**config.mk**
```make
export PLATFORM = sky130hd
export DESIGN_NAME = riscv_mc_ctrl_flat
export DESIGN_NICKNAME = d
export VERILOG_FILES = /design/src/rtl/riscv_mc_ctrl_if.sv /design/src/rtl/riscv_mc_ctrl.sv /design/src/flat_wrapper.sv
export SDC_FILE = /design/constraint.sdc
export NUM_CORES = 1
export LEC_CHECK = 0
export ABC_AREA = 1
export BUFFER_PORTS_ARGS = -buffer_cell sky130_fd_sc_hd__clkbuf_2
export CELL_PAD_IN_SITES_DETAIL_PLACEMENT = 1
export CELL_PAD_IN_SITES_GLOBAL_PLACEMENT = 1
export CORE_UTILIZATION = 30
export CTS_CLUSTER_DIAMETER = 100
export DETAILED_ROUTE_END_ITERATION = 10
export PLACE_DENSITY_LB_ADDON = 0.12
export SETUP_SLACK_MARGIN = 0.02
export SLEW_MARGIN = 20
export SYNTH_ARGS = -nofsm -noshare
export SYNTH_HDL_FRONTEND = slang
export SYNTH_SLANG_ARGS = --single-unit
```
**constraint.sdc**
```tcl
create_clock -name clk -period 3.58 [get_ports clk]
set_input_delay 0.179 -clock clk [delete_from_list [all_inputs] [get_ports clk]]
set_output_delay 0.179 -clock clk [all_outputs]
set_load 0.02 [all_outputs]
```
**src/rtl/riscv_mc_ctrl_if.sv**
```systemverilog
// Interface riscv_mc_ctrl_if.
// Carries the instruction word, the datapath status and the memory handshake
// into the multi-cycle RISC-V controller, and carries its control strobes back out.
// The controller connects as master. The datapath side, or a testbench, connects as slave.
interface riscv_mc_ctrl_if;
    logic [31:0] instr;
    logic        Zero;
    logic        mem_ack;
    logic        PCSrc;
    logic        ALUSrc;
    logic        RegWrite;
    logic        MemToReg;
    logic        loadPC;
    logic [3:0]  ALUCtrl;
    logic        MemRead;
    logic        MemWrite;
    logic        mem_err;
    logic        illegal;
    logic [2:0]  state;

    modport master (
        input  instr, Zero, mem_ack,
        output PCSrc, ALUSrc, RegWrite, MemToReg, loadPC, ALUCtrl,
               MemRead, MemWrite, mem_err, illegal, state
    );

    modport slave (
        output instr, Zero, mem_ack,
        input  PCSrc, ALUSrc, RegWrite, MemToReg, loadPC, ALUCtrl,
               MemRead, MemWrite, mem_err, illegal, state
    );
endinterface

```
**src/rtl/riscv_mc_ctrl.sv**
```systemverilog
// Module riscv_mc_ctrl: multi-cycle RISC-V control FSM (IF, ID, EX, MEM, WB, HALT).
// The data-memory wait is bounded by MEM_TIMEOUT cycles.
// Optional macro RISCV_MC_CTRL_ILLEGAL_HALT_EN:
//   - when defined, an unknown opcode halts the FSM and sets the sticky illegal flag;
//   - when undefined, an unknown opcode executes as a NOP.
module riscv_mc_ctrl #(
    parameter int MEM_TIMEOUT = 16
) (
    input  logic            clk,
    input  logic            rst,
    riscv_mc_ctrl_if.master bus
);

    localparam logic [2:0] S_IF   = 3'd0;
    localparam logic [2:0] S_ID   = 3'd1;
    localparam logic [2:0] S_EX   = 3'd2;
    localparam logic [2:0] S_MEM  = 3'd3;
    localparam logic [2:0] S_WB   = 3'd4;
    localparam logic [2:0] S_HALT = 3'd5;

    localparam logic [6:0] OP_LOAD   = 7'b0000011;
    localparam logic [6:0] OP_STORE  = 7'b0100011;
    localparam logic [6:0] OP_ITYPE  = 7'b0010011;
    localparam logic [6:0] OP_RTYPE  = 7'b0110011;
    localparam logic [6:0] OP_BRANCH = 7'b1100011;

    localparam logic [3:0] ALU_ADD = 4'b0010;
    localparam logic [3:0] ALU_SUB = 4'b0110;
    localparam logic [3:0] ALU_AND = 4'b0000;
    localparam logic [3:0] ALU_OR  = 4'b0001;
    localparam logic [3:0] ALU_XOR = 4'b0011;
    localparam logic [3:0] ALU_SLL = 4'b0100;
    localparam logic [3:0] ALU_SRL = 4'b0101;
    localparam logic [3:0] ALU_SRA = 4'b0111;
    localparam logic [3:0] ALU_SLT = 4'b1000;

    localparam logic [7:0] WAIT_LAST = 8'(MEM_TIMEOUT - 1);

    logic [2:0] state_reg, state_next;
    logic [7:0] wait_cnt_reg, wait_cnt_next;
    logic       mem_err_reg, mem_err_next;

    logic [6:0] opcode;
    logic [2:0] funct3;
    logic       funct7_b5;
    logic       is_load, is_store, is_itype, is_rtype, is_branch;
    logic [3:0] alu_rr;

    logic       pc_src, alu_src, reg_write, mem_to_reg, load_pc, mem_read, mem_write;
    logic [3:0] alu_ctrl;
    logic       unused_bits;

    assign opcode    = bus.instr[6:0];
    assign funct3    = bus.instr[14:12];
    assign funct7_b5 = bus.instr[30];
    assign is_load   = (opcode == OP_LOAD);
    assign is_store  = (opcode == OP_STORE);
    assign is_itype  = (opcode == OP_ITYPE);
    assign is_rtype  = (opcode == OP_RTYPE);
    assign is_branch = (opcode == OP_BRANCH);

    // Register operand fields and immediates belong to the datapath.
    assign unused_bits = ^{bus.instr[31], bus.instr[29:15], bus.instr[11:7]};

    // ALU operation for R/I arithmetic.
    // Bit 30 selects SUB only for register-register operations.
    // Bit 30 selects arithmetic right shift for both R and I shift-right forms.
    // SLTU has no dedicated code, so it shares the SLT encoding.
    always_comb begin
        case (funct3)
            3'b000:  alu_rr = (is_rtype && funct7_b5) ? ALU_SUB : ALU_ADD;
            3'b001:  alu_rr = ALU_SLL;
            3'b010:  alu_rr = ALU_SLT;
            3'b011:  alu_rr = ALU_SLT;
            3'b100:  alu_rr = ALU_XOR;
            3'b101:  alu_rr = funct7_b5 ? ALU_SRA : ALU_SRL;
            3'b110:  alu_rr = ALU_OR;
            default: alu_rr = ALU_AND;
        endcase
    end

`ifdef RISCV_MC_CTRL_ILLEGAL_HALT_EN
    logic illegal_reg;
    logic illegal_set;
`endif

    // Next-state logic and Moore/Mealy control strobes decoded from the state and the instruction.
    always_comb begin
        state_next    = state_reg;
        wait_cnt_next = wait_cnt_reg;
        mem_err_next  = 1'b0;
        pc_src        = 1'b0;
        alu_src       = 1'b0;
        reg_write     = 1'b0;
        mem_to_reg    = 1'b0;
        load_pc       = 1'b0;
        mem_read      = 1'b0;
        mem_write     = 1'b0;
        alu_ctrl      = ALU_ADD;
`ifdef RISCV_MC_CTRL_ILLEGAL_HALT_EN
        illegal_set   = 1'b0;
`endif
        case (state_reg)
            S_IF: state_next = S_ID;
            S_ID: state_next = S_EX;
            S_EX: begin
                wait_cnt_next = 8'd0;
                alu_src       = is_itype | is_load | is_store;
                if (is_load || is_store) begin
                    state_next = S_MEM;
                end else if (is_itype || is_rtype) begin
                    alu_ctrl   = alu_rr;
                    state_next = S_WB;
                end else if (is_branch) begin
                    alu_ctrl   = ALU_SUB;
                    load_pc    = 1'b1;
                    pc_src     = (funct3 == 3'b000) ? bus.Zero :
                                 (funct3 == 3'b001) ? ~bus.Zero : 1'b0;
                    state_next = S_IF;
                end else begin
`ifdef RISCV_MC_CTRL_ILLEGAL_HALT_EN
                    illegal_set = 1'b1;
                    state_next  = S_HALT;
`else
                    load_pc    = 1'b1;
                    state_next = S_IF;
`endif
                end
            end
            S_MEM: begin
                alu_src   = 1'b1;
                mem_read  = is_load;
                mem_write = is_store;
                if (bus.mem_ack) begin
                    if (is_load) begin
                        state_next = S_WB;
                    end else begin
                        load_pc    = 1'b1;
                        state_next = S_IF;
                    end
                end else if (wait_cnt_reg == WAIT_LAST) begin
                    // An acknowledge arriving in the final wait cycle still completes normally.
                    load_pc      = 1'b1;
                    mem_err_next = 1'b1;
                    state_next   = S_IF;
                end else begin
                    wait_cnt_next = wait_cnt_reg + 8'd1;
                end
            end
            S_WB: begin
                reg_write  = 1'b1;
                load_pc    = 1'b1;
                mem_to_reg = is_load;
                alu_src    = is_itype | is_load;
                alu_ctrl   = is_load ? ALU_ADD : alu_rr;
                state_next = S_IF;
            end
            S_HALT: begin
`ifdef RISCV_MC_CTRL_ILLEGAL_HALT_EN
                state_next = S_HALT;
`else
                state_next = S_IF;
`endif
            end
            default: state_next = S_IF;
        endcase
    end

    // State, wait counter and timeout pulse registers. Reset is synchronous and active-low.
    always_ff @(posedge clk) begin
        if (!rst) begin
            state_reg    <= S_IF;
            wait_cnt_reg <= 8'd0;
            mem_err_reg  <= 1'b0;
        end else begin
            state_reg    <= state_next;
            wait_cnt_reg <= wait_cnt_next;
            mem_err_reg  <= mem_err_next;
        end
    end

`ifdef RISCV_MC_CTRL_ILLEGAL_HALT_EN
    // Sticky illegal-opcode flag. Only reset clears it.
    always_ff @(posedge clk) begin
        if (!rst) begin
            illegal_reg <= 1'b0;
        end else if (illegal_set) begin
            illegal_reg <= 1'b1;
        end
    end
    assign bus.illegal = illegal_reg;
`else
    assign bus.illegal = 1'b0;
`endif

    assign bus.PCSrc    = pc_src;
    assign bus.ALUSrc   = alu_src;
    assign bus.RegWrite = reg_write;
    assign bus.MemToReg = mem_to_reg;
    assign bus.loadPC   = load_pc;
    assign bus.ALUCtrl  = alu_ctrl;
    assign bus.MemRead  = mem_read;
    assign bus.MemWrite = mem_write;
    assign bus.mem_err  = mem_err_reg;
    assign bus.state    = state_reg;

endmodule

```
**src/flat_wrapper.sv**
```systemverilog
// flat-port wrapper written by rule: the top's interface ports become plain ports
module riscv_mc_ctrl_flat 
#(
    parameter int MEM_TIMEOUT = 16
)
  (clk, rst, bus_instr, bus_Zero, bus_mem_ack, bus_PCSrc, bus_ALUSrc, bus_RegWrite, bus_MemToReg, bus_loadPC, bus_ALUCtrl, bus_MemRead, bus_MemWrite, bus_mem_err, bus_illegal, bus_state);
  riscv_mc_ctrl_if bus_i ();
  input  logic clk;
  input  logic rst;
  input wire logic [$bits(bus_i.instr)-1:0] bus_instr;
  input wire logic [$bits(bus_i.Zero)-1:0] bus_Zero;
  input wire logic [$bits(bus_i.mem_ack)-1:0] bus_mem_ack;
  output wire logic [$bits(bus_i.PCSrc)-1:0] bus_PCSrc;
  output wire logic [$bits(bus_i.ALUSrc)-1:0] bus_ALUSrc;
  output wire logic [$bits(bus_i.RegWrite)-1:0] bus_RegWrite;
  output wire logic [$bits(bus_i.MemToReg)-1:0] bus_MemToReg;
  output wire logic [$bits(bus_i.loadPC)-1:0] bus_loadPC;
  output wire logic [$bits(bus_i.ALUCtrl)-1:0] bus_ALUCtrl;
  output wire logic [$bits(bus_i.MemRead)-1:0] bus_MemRead;
  output wire logic [$bits(bus_i.MemWrite)-1:0] bus_MemWrite;
  output wire logic [$bits(bus_i.mem_err)-1:0] bus_mem_err;
  output wire logic [$bits(bus_i.illegal)-1:0] bus_illegal;
  output wire logic [$bits(bus_i.state)-1:0] bus_state;
  assign bus_i.instr = bus_instr;
  assign bus_i.Zero = bus_Zero;
  assign bus_i.mem_ack = bus_mem_ack;
  assign bus_PCSrc = bus_i.PCSrc;
  assign bus_ALUSrc = bus_i.ALUSrc;
  assign bus_RegWrite = bus_i.RegWrite;
  assign bus_MemToReg = bus_i.MemToReg;
  assign bus_loadPC = bus_i.loadPC;
  assign bus_ALUCtrl = bus_i.ALUCtrl;
  assign bus_MemRead = bus_i.MemRead;
  assign bus_MemWrite = bus_i.MemWrite;
  assign bus_mem_err = bus_i.mem_err;
  assign bus_illegal = bus_i.illegal;
  assign bus_state = bus_i.state;
  riscv_mc_ctrl #(.MEM_TIMEOUT(MEM_TIMEOUT)) u_core (.clk(clk), .rst(rst), .bus(bus_i));
endmodule
```
# Word level (Yosys, flattened, before mapping)
# Cells that the tools add are included.
[op_classes]
addsub = 1
n_eq_ne = 19
n_mux = 34
bitwise = 5
n_reduce_logical = 9
[ops]
columns = ["operator", "count"]
rows = [
  ["4-bit one-hot mux with 6 select lines", 1],
  ["3-bit two-way mux", 7],
  ["8-bit two-way mux", 2],
  ["8-bit one-hot mux with 2 select lines", 1],
  ["1-bit two-way mux", 15],
  ["7-bit by 6-bit == test with 1-bit output, second input constant", 2],
  ["3-bit by 2-bit == test with 1-bit output, second input constant", 4],
  ["3-bit == test, second input constant", 4],
  ["4-bit two-way mux", 3],
  ["3-bit one-hot mux with 4 select lines", 1],
  ["8-bit by 1-bit adder with 8-bit output, second input constant", 1],
  ["8-bit by 4-bit == test with 1-bit output, second input constant", 1],
  ["4-bit one-hot mux with 2 select lines", 1],
  ["7-bit by 2-bit == test with 1-bit output, second input constant", 1],
  ["7-bit by 5-bit == test with 1-bit output, second input constant", 1],
  ["7-bit == test, second input constant", 1],
  ["3-bit by 1-bit == test with 1-bit output, second input constant", 2],
  ["3-bit zero test", 2],
  ["1-bit one-hot mux with 3 select lines", 2],
  ["2-bit != test, second input constant", 2],
  ["3-bit by 2-bit != test with 1-bit output, second input constant", 1],
  ["1-bit NOT", 3],
  ["3-bit AND reduction", 1],
  ["3-bit OR reduction", 1],
  ["other kinds (6)", 8],
]
[totals]
reg_bits = 12
input_bits = 36
out_inout_bits = 16

# Depth between registers and ports, before layout
[depth]
ltp_word = 7
mapped_depth = 9
ltp_nobuf = 9

# Worst setup path before layout
# No wires, ideal clock.
[synth_path]
path_kind = "register -> output"
from = "register u_core.state_reg[1] (netlist: u_core.bus.state[1])"
to = "output port bus_ALUCtrl[0]"
t_arrival_ns = 1.433
slack_ns = 1.968
stages_incl_launch_ff = 9
path_buffers = 0
path_cell_list = "dfxtp_1 -> inv_1 -> nor2_4 -> inv_2 -> nor2_4 -> inv_2 -> nand2_2 -> o211ai_1 -> a21oi_1"
[synth_via]
elab_chain_cells = 2
word_cells_on_any_way = 3
classes_between = "2 x eq/ne; 1 x mux"
[synth_lines]
columns = ["item", "line_no", "source"]
rows = [
  ["from (decl)", "riscv_mc_ctrl.sv:39", "logic [2:0] state_reg, state_next;"],
  ["from (signal assigned)", "riscv_mc_ctrl.sv:176", "state_reg <= state_next;"],
  ["3-bit == test / 3-bit by 2-bit == test with 1-bit output (equally long branches)", "riscv_mc_ctrl.sv:103", "case (state_reg)"],
  ["4-bit one-hot mux with 2 select lines (*)", "riscv_mc_ctrl.sv:103", ""],
  ["to (decl)", "flat_wrapper.sv:18", "output wire logic [$bits(bus_i.ALUCtrl)-1:0] bus_ALUCtrl;"],
]
# Every way passes the cells marked *; elsewhere a longest branch is shown, timed or not.

# Final worst setup path
[layout_path]
from = "register u_core.wait_cnt_reg[0]"
to = "output port bus_loadPC"
[layout_via]
elab_chain_cells = 4
[layout_lines]
columns = ["item", "line_no", "source"]
rows = [
  ["from (decl)", "riscv_mc_ctrl.sv:40", "logic [7:0] wait_cnt_reg, wait_cnt_next;"],
  ["from (signal assigned)", "riscv_mc_ctrl.sv:177", "wait_cnt_reg <= wait_cnt_next;"],
  ["8-bit by 4-bit == test with 1-bit output", "riscv_mc_ctrl.sv:141", "end else if (wait_cnt_reg == WAIT_LAST) begin"],
  ["1-bit two-way mux", "riscv_mc_ctrl.sv:141", ""],
  ["1-bit two-way mux", "riscv_mc_ctrl.sv:134", "if (bus.mem_ack) begin"],
  ["1-bit one-hot mux with 3 select lines", "riscv_mc_ctrl.sv:103", ""],
  ["to (decl)", "flat_wrapper.sv:17", "output wire logic [$bits(bus_i.loadPC)-1:0] bus_loadPC;"],
]
# Every way passes these cells.

==> results.ini <==
[run_status]
outcome = complete, but fails checks
violations = design-rule violations

[drt]
dr.pass1.iters = 7
drt_first_iter_violations = 37
remaining_drc_errors = 2
detailroute.via_count = 1103
wl_per_cell_um = 13.1
avgViaCountPerCell = 4.99
detail-route-antenna-nets = 0
postRouteWirelength_um = 2900

[sta]
clock_skew_ns = 0.00410
report.final.setup_viol = 0
grt_setup_unrepaired = false
min_period_ns = 1.98
setup_total_negative_slack_ns = 0
drv_slew = 0
period_share = 0.553
timing.fmax_mhz = 505
hold_viol = 0

[clock_network]
cts_tree = built
numCtsBuffers = 3
clock_tree_root = sky130_fd_sc_hd__clkbuf_4
holdBufCountCts = 0
cts_post_setup_buffers_inserted = 0
worst_skew_pair.late_latency_ns = 0.28
ctsHtreeMaxLevel = 1
cts_resized = 0
cts.sinks = 12
clk_transition_reported_paths_ns = 0.08
cts.path.max_buffers = 2

[floorplan]
floorplan.die_area_um2 = 3360
initial_util = 0.329
rows = 19
floorplan.die.width_um = 57.9
core_region_area_um2 = 2850
io_pins = 52
die_y_um = 57.9

[yosys]
sequential_cell_area_fraction_in_the_yosys_report = 0.256
yosys-top-cells-count = 35 x sky130_fd_sc_hd__nand2_1, 29 x sky130_fd_sc_hd__nor2_1, 19 x sky130_fd_sc_hd__inv_1
yosys.area.top_type = sky130_fd_sc_hd__dfxtp_1
syn_avg_cell_area_um2 = 5.90
async_flop_share = 0
synth_area_um2 = 938
synth_top_area_share = 0.256
netlist_top_cells_area = sky130_fd_sc_hd__dfxtp_1 26%, sky130_fd_sc_hd__nand2_1 14%, sky130_fd_sc_hd__nor2_1 12%, sky130_fd_sc_hd__nand3_1 8.0%, sky130_fd_sc_hd__inv_1 7.6%
synth_enable_flop_cells = 0
syn_nets = 196
synth_top_flop_cell = sky130_fd_sc_hd__dfxtp_1
synth_cell_type_count = 26
synth.yosys.warnings = 0
synth.most_common_cell = sky130_fd_sc_hd__nand2_1
register_bit_count_reported_by_yosys = 12
synth_cells = 159

[critical_path]
cpPeakStageDelay_ns = 0.38
critPathArrivalTime_ns = 1.80
worstPathMaxFanout = 5
critical_path_cell_sequence = ha_1, nand2_1, nor2_2, nand3_1, nand3b_1, nand3_1, clkbuf_2
ff2ff_setup_slack_ns = 2.01
worst_path_most_repeated_cell = sky130_fd_sc_hd__nand3_1
crit_path_end_kind = output pin
slowest_stage = sky130_fd_sc_hd__dfxtp_1
critical_register_to_register_path_endpoint = u_core.wait_cnt_reg[6]
path_buf_inv = 1
worstPathRequired_ns = 3.40
r2r_cells = 8
worst-setup-path-type = reg2out
critical_path.startpoint_type = flop
worst_path_dominant_cell_family = simple AND/OR/NAND/NOR gates
rr_startpoint = u_core.wait_cnt_reg[0]

[hold_path]
min_delay_path_depth = 3
hp-start = rst
min_to = u_core.wait_cnt_reg[0]
min-delay-path-class = in2reg

[layout]
nets = 228
antenna_cells_inserted = 0
post_route_cells_drive_above_1_share = 0.253
final.fill_count = 410
syn_to_final_growth_pct = 22.1
utilization = 0.402
largest_register_ffs = 8
count_of_non_filler_cells_in_the_finished_layout = 221

[power]
powerDensity_nw_per_um2 = 281
power.ir.vdd_worst_uv = 175
cellLeakagePower_nw = 0.535
design_power_total_w = 0.000322

[global_routing]
antenna_violations_before_repair = 0
grt_max_degree = 9
first_global_vias = 1107
gr-total-overflow = 0
grt.total_usage = 0.203
global_route_wire_length_before_repair_um = 5240

[job]
max-cap-violations = 0

[placement]
quantity_of_i_o_buffers_inserted_on_ports = 29
dp_cells = 217
globalplace.congestion = 0.788
dpl.hpwl_um = 2420

[power breakdown]
group          leakage, nW  total [W]  internal [W]  switching [W]
sequential          0.0973   0.000143      0.000137     0.00000603
combinational        0.417  0.0000680     0.0000220      0.0000460
clock               0.0210   0.000111     0.0000619      0.0000494
[cell type report]
| cell class | instances | area (um^2) | area share |
|---|---|---|---|
| Timing Repair Buffer | 29 | 145 | 0.127 |
| Sequential cell | 12 | 240 | 0.210 |
| Tap cell | 31 | 38.8 | 0.0338 |
| Clock buffer | 4 | 36.3 | 0.0317 |
| Inverter | 23 | 86.3 | 0.0753 |
| Multi-Input combinational cell | 122 | 599 | 0.523 |
[how the worst max path moves through the flow]
stage	from	to	slack [ns]	depth (start not counted)
final	u_core.wait_cnt_reg[0]	bus_loadPC	1.60	7
after detailed placement	u_core.wait_cnt_reg[0]	bus_loadPC	1.91	7
after global placement	u_core.wait_cnt_reg[0]	bus_loadPC	1.94	7
after floorplan	u_core.bus.state[1]	bus_ALUCtrl[0]	1.97	8
after CTS	u_core.wait_cnt_reg[0]	bus_loadPC	1.57	7
after global routing	u_core.wait_cnt_reg[0]	bus_loadPC	1.40	7
[stage by stage]
step	setup WS, ns	hold slack, ns	instance area [um^2]
global route	1.40	0.173	1150
CTS	1.57	0.178	1150
global placement	1.94	0.473	1110
detailed placement	1.91	0.477	1110
finish	1.60	0.178	1150
floorplan	1.97	0.318	938
[kinds of logic after synthesis]
group | count (synthesis) | synth area share
AOI/OAI and AO/OA | 19 | 0.113
xor gates and xnor gates | 1 | 0.00934
adders and majority gates | 1 | 0.0133
buffers and inverters | 25 | 0.105
DFF | 12 | 0.256
other | 1 | 0.00400
and+or+nand+nor | 100 | 0.499
[placed cells by master, fill, tap and decap left out, types with 3 or more instances in the layout]
cell	count
sky130_fd_sc_hd__clkbuf_4	3
sky130_fd_sc_hd__nand2_2	4
sky130_fd_sc_hd__nand2_1	35
sky130_fd_sc_hd__o21ai_1	3
sky130_fd_sc_hd__clkbuf_2	29
sky130_fd_sc_hd__nand4_1	6
sky130_fd_sc_hd__dfxtp_1	12
sky130_fd_sc_hd__inv_2	4
sky130_fd_sc_hd__a21oi_1	10
sky130_fd_sc_hd__nand3_1	15
sky130_fd_sc_hd__nor2_1	29
sky130_fd_sc_hd__inv_1	19
[tightest hold or removal path: stages]
cell and delay [ns]:
sky130_fd_sc_hd__clkbuf_2 0.12, sky130_fd_sc_hd__o21ai_1 0.08, sky130_fd_sc_hd__nor2_1 0.04
[routing by layer]
| layer | global-route usage | wire (um) | share of wire | vias to the layer above |
|---|---|---|---|---|
| li1 | - | - | - | 575 |
| met1 | 0.289 | 1500 | 0.52 | 507 |
| met2 | 0.307 | 1260 | 0.44 | 17 |
| met3 | 0.0491 | 111 | 0.038 | 4 |
| met4 | 0.0510 | 25 | 0.0086 | 0 |
| met5 | 0 | 0 | 0 | - |
Power figures use the tool's default switching activity.
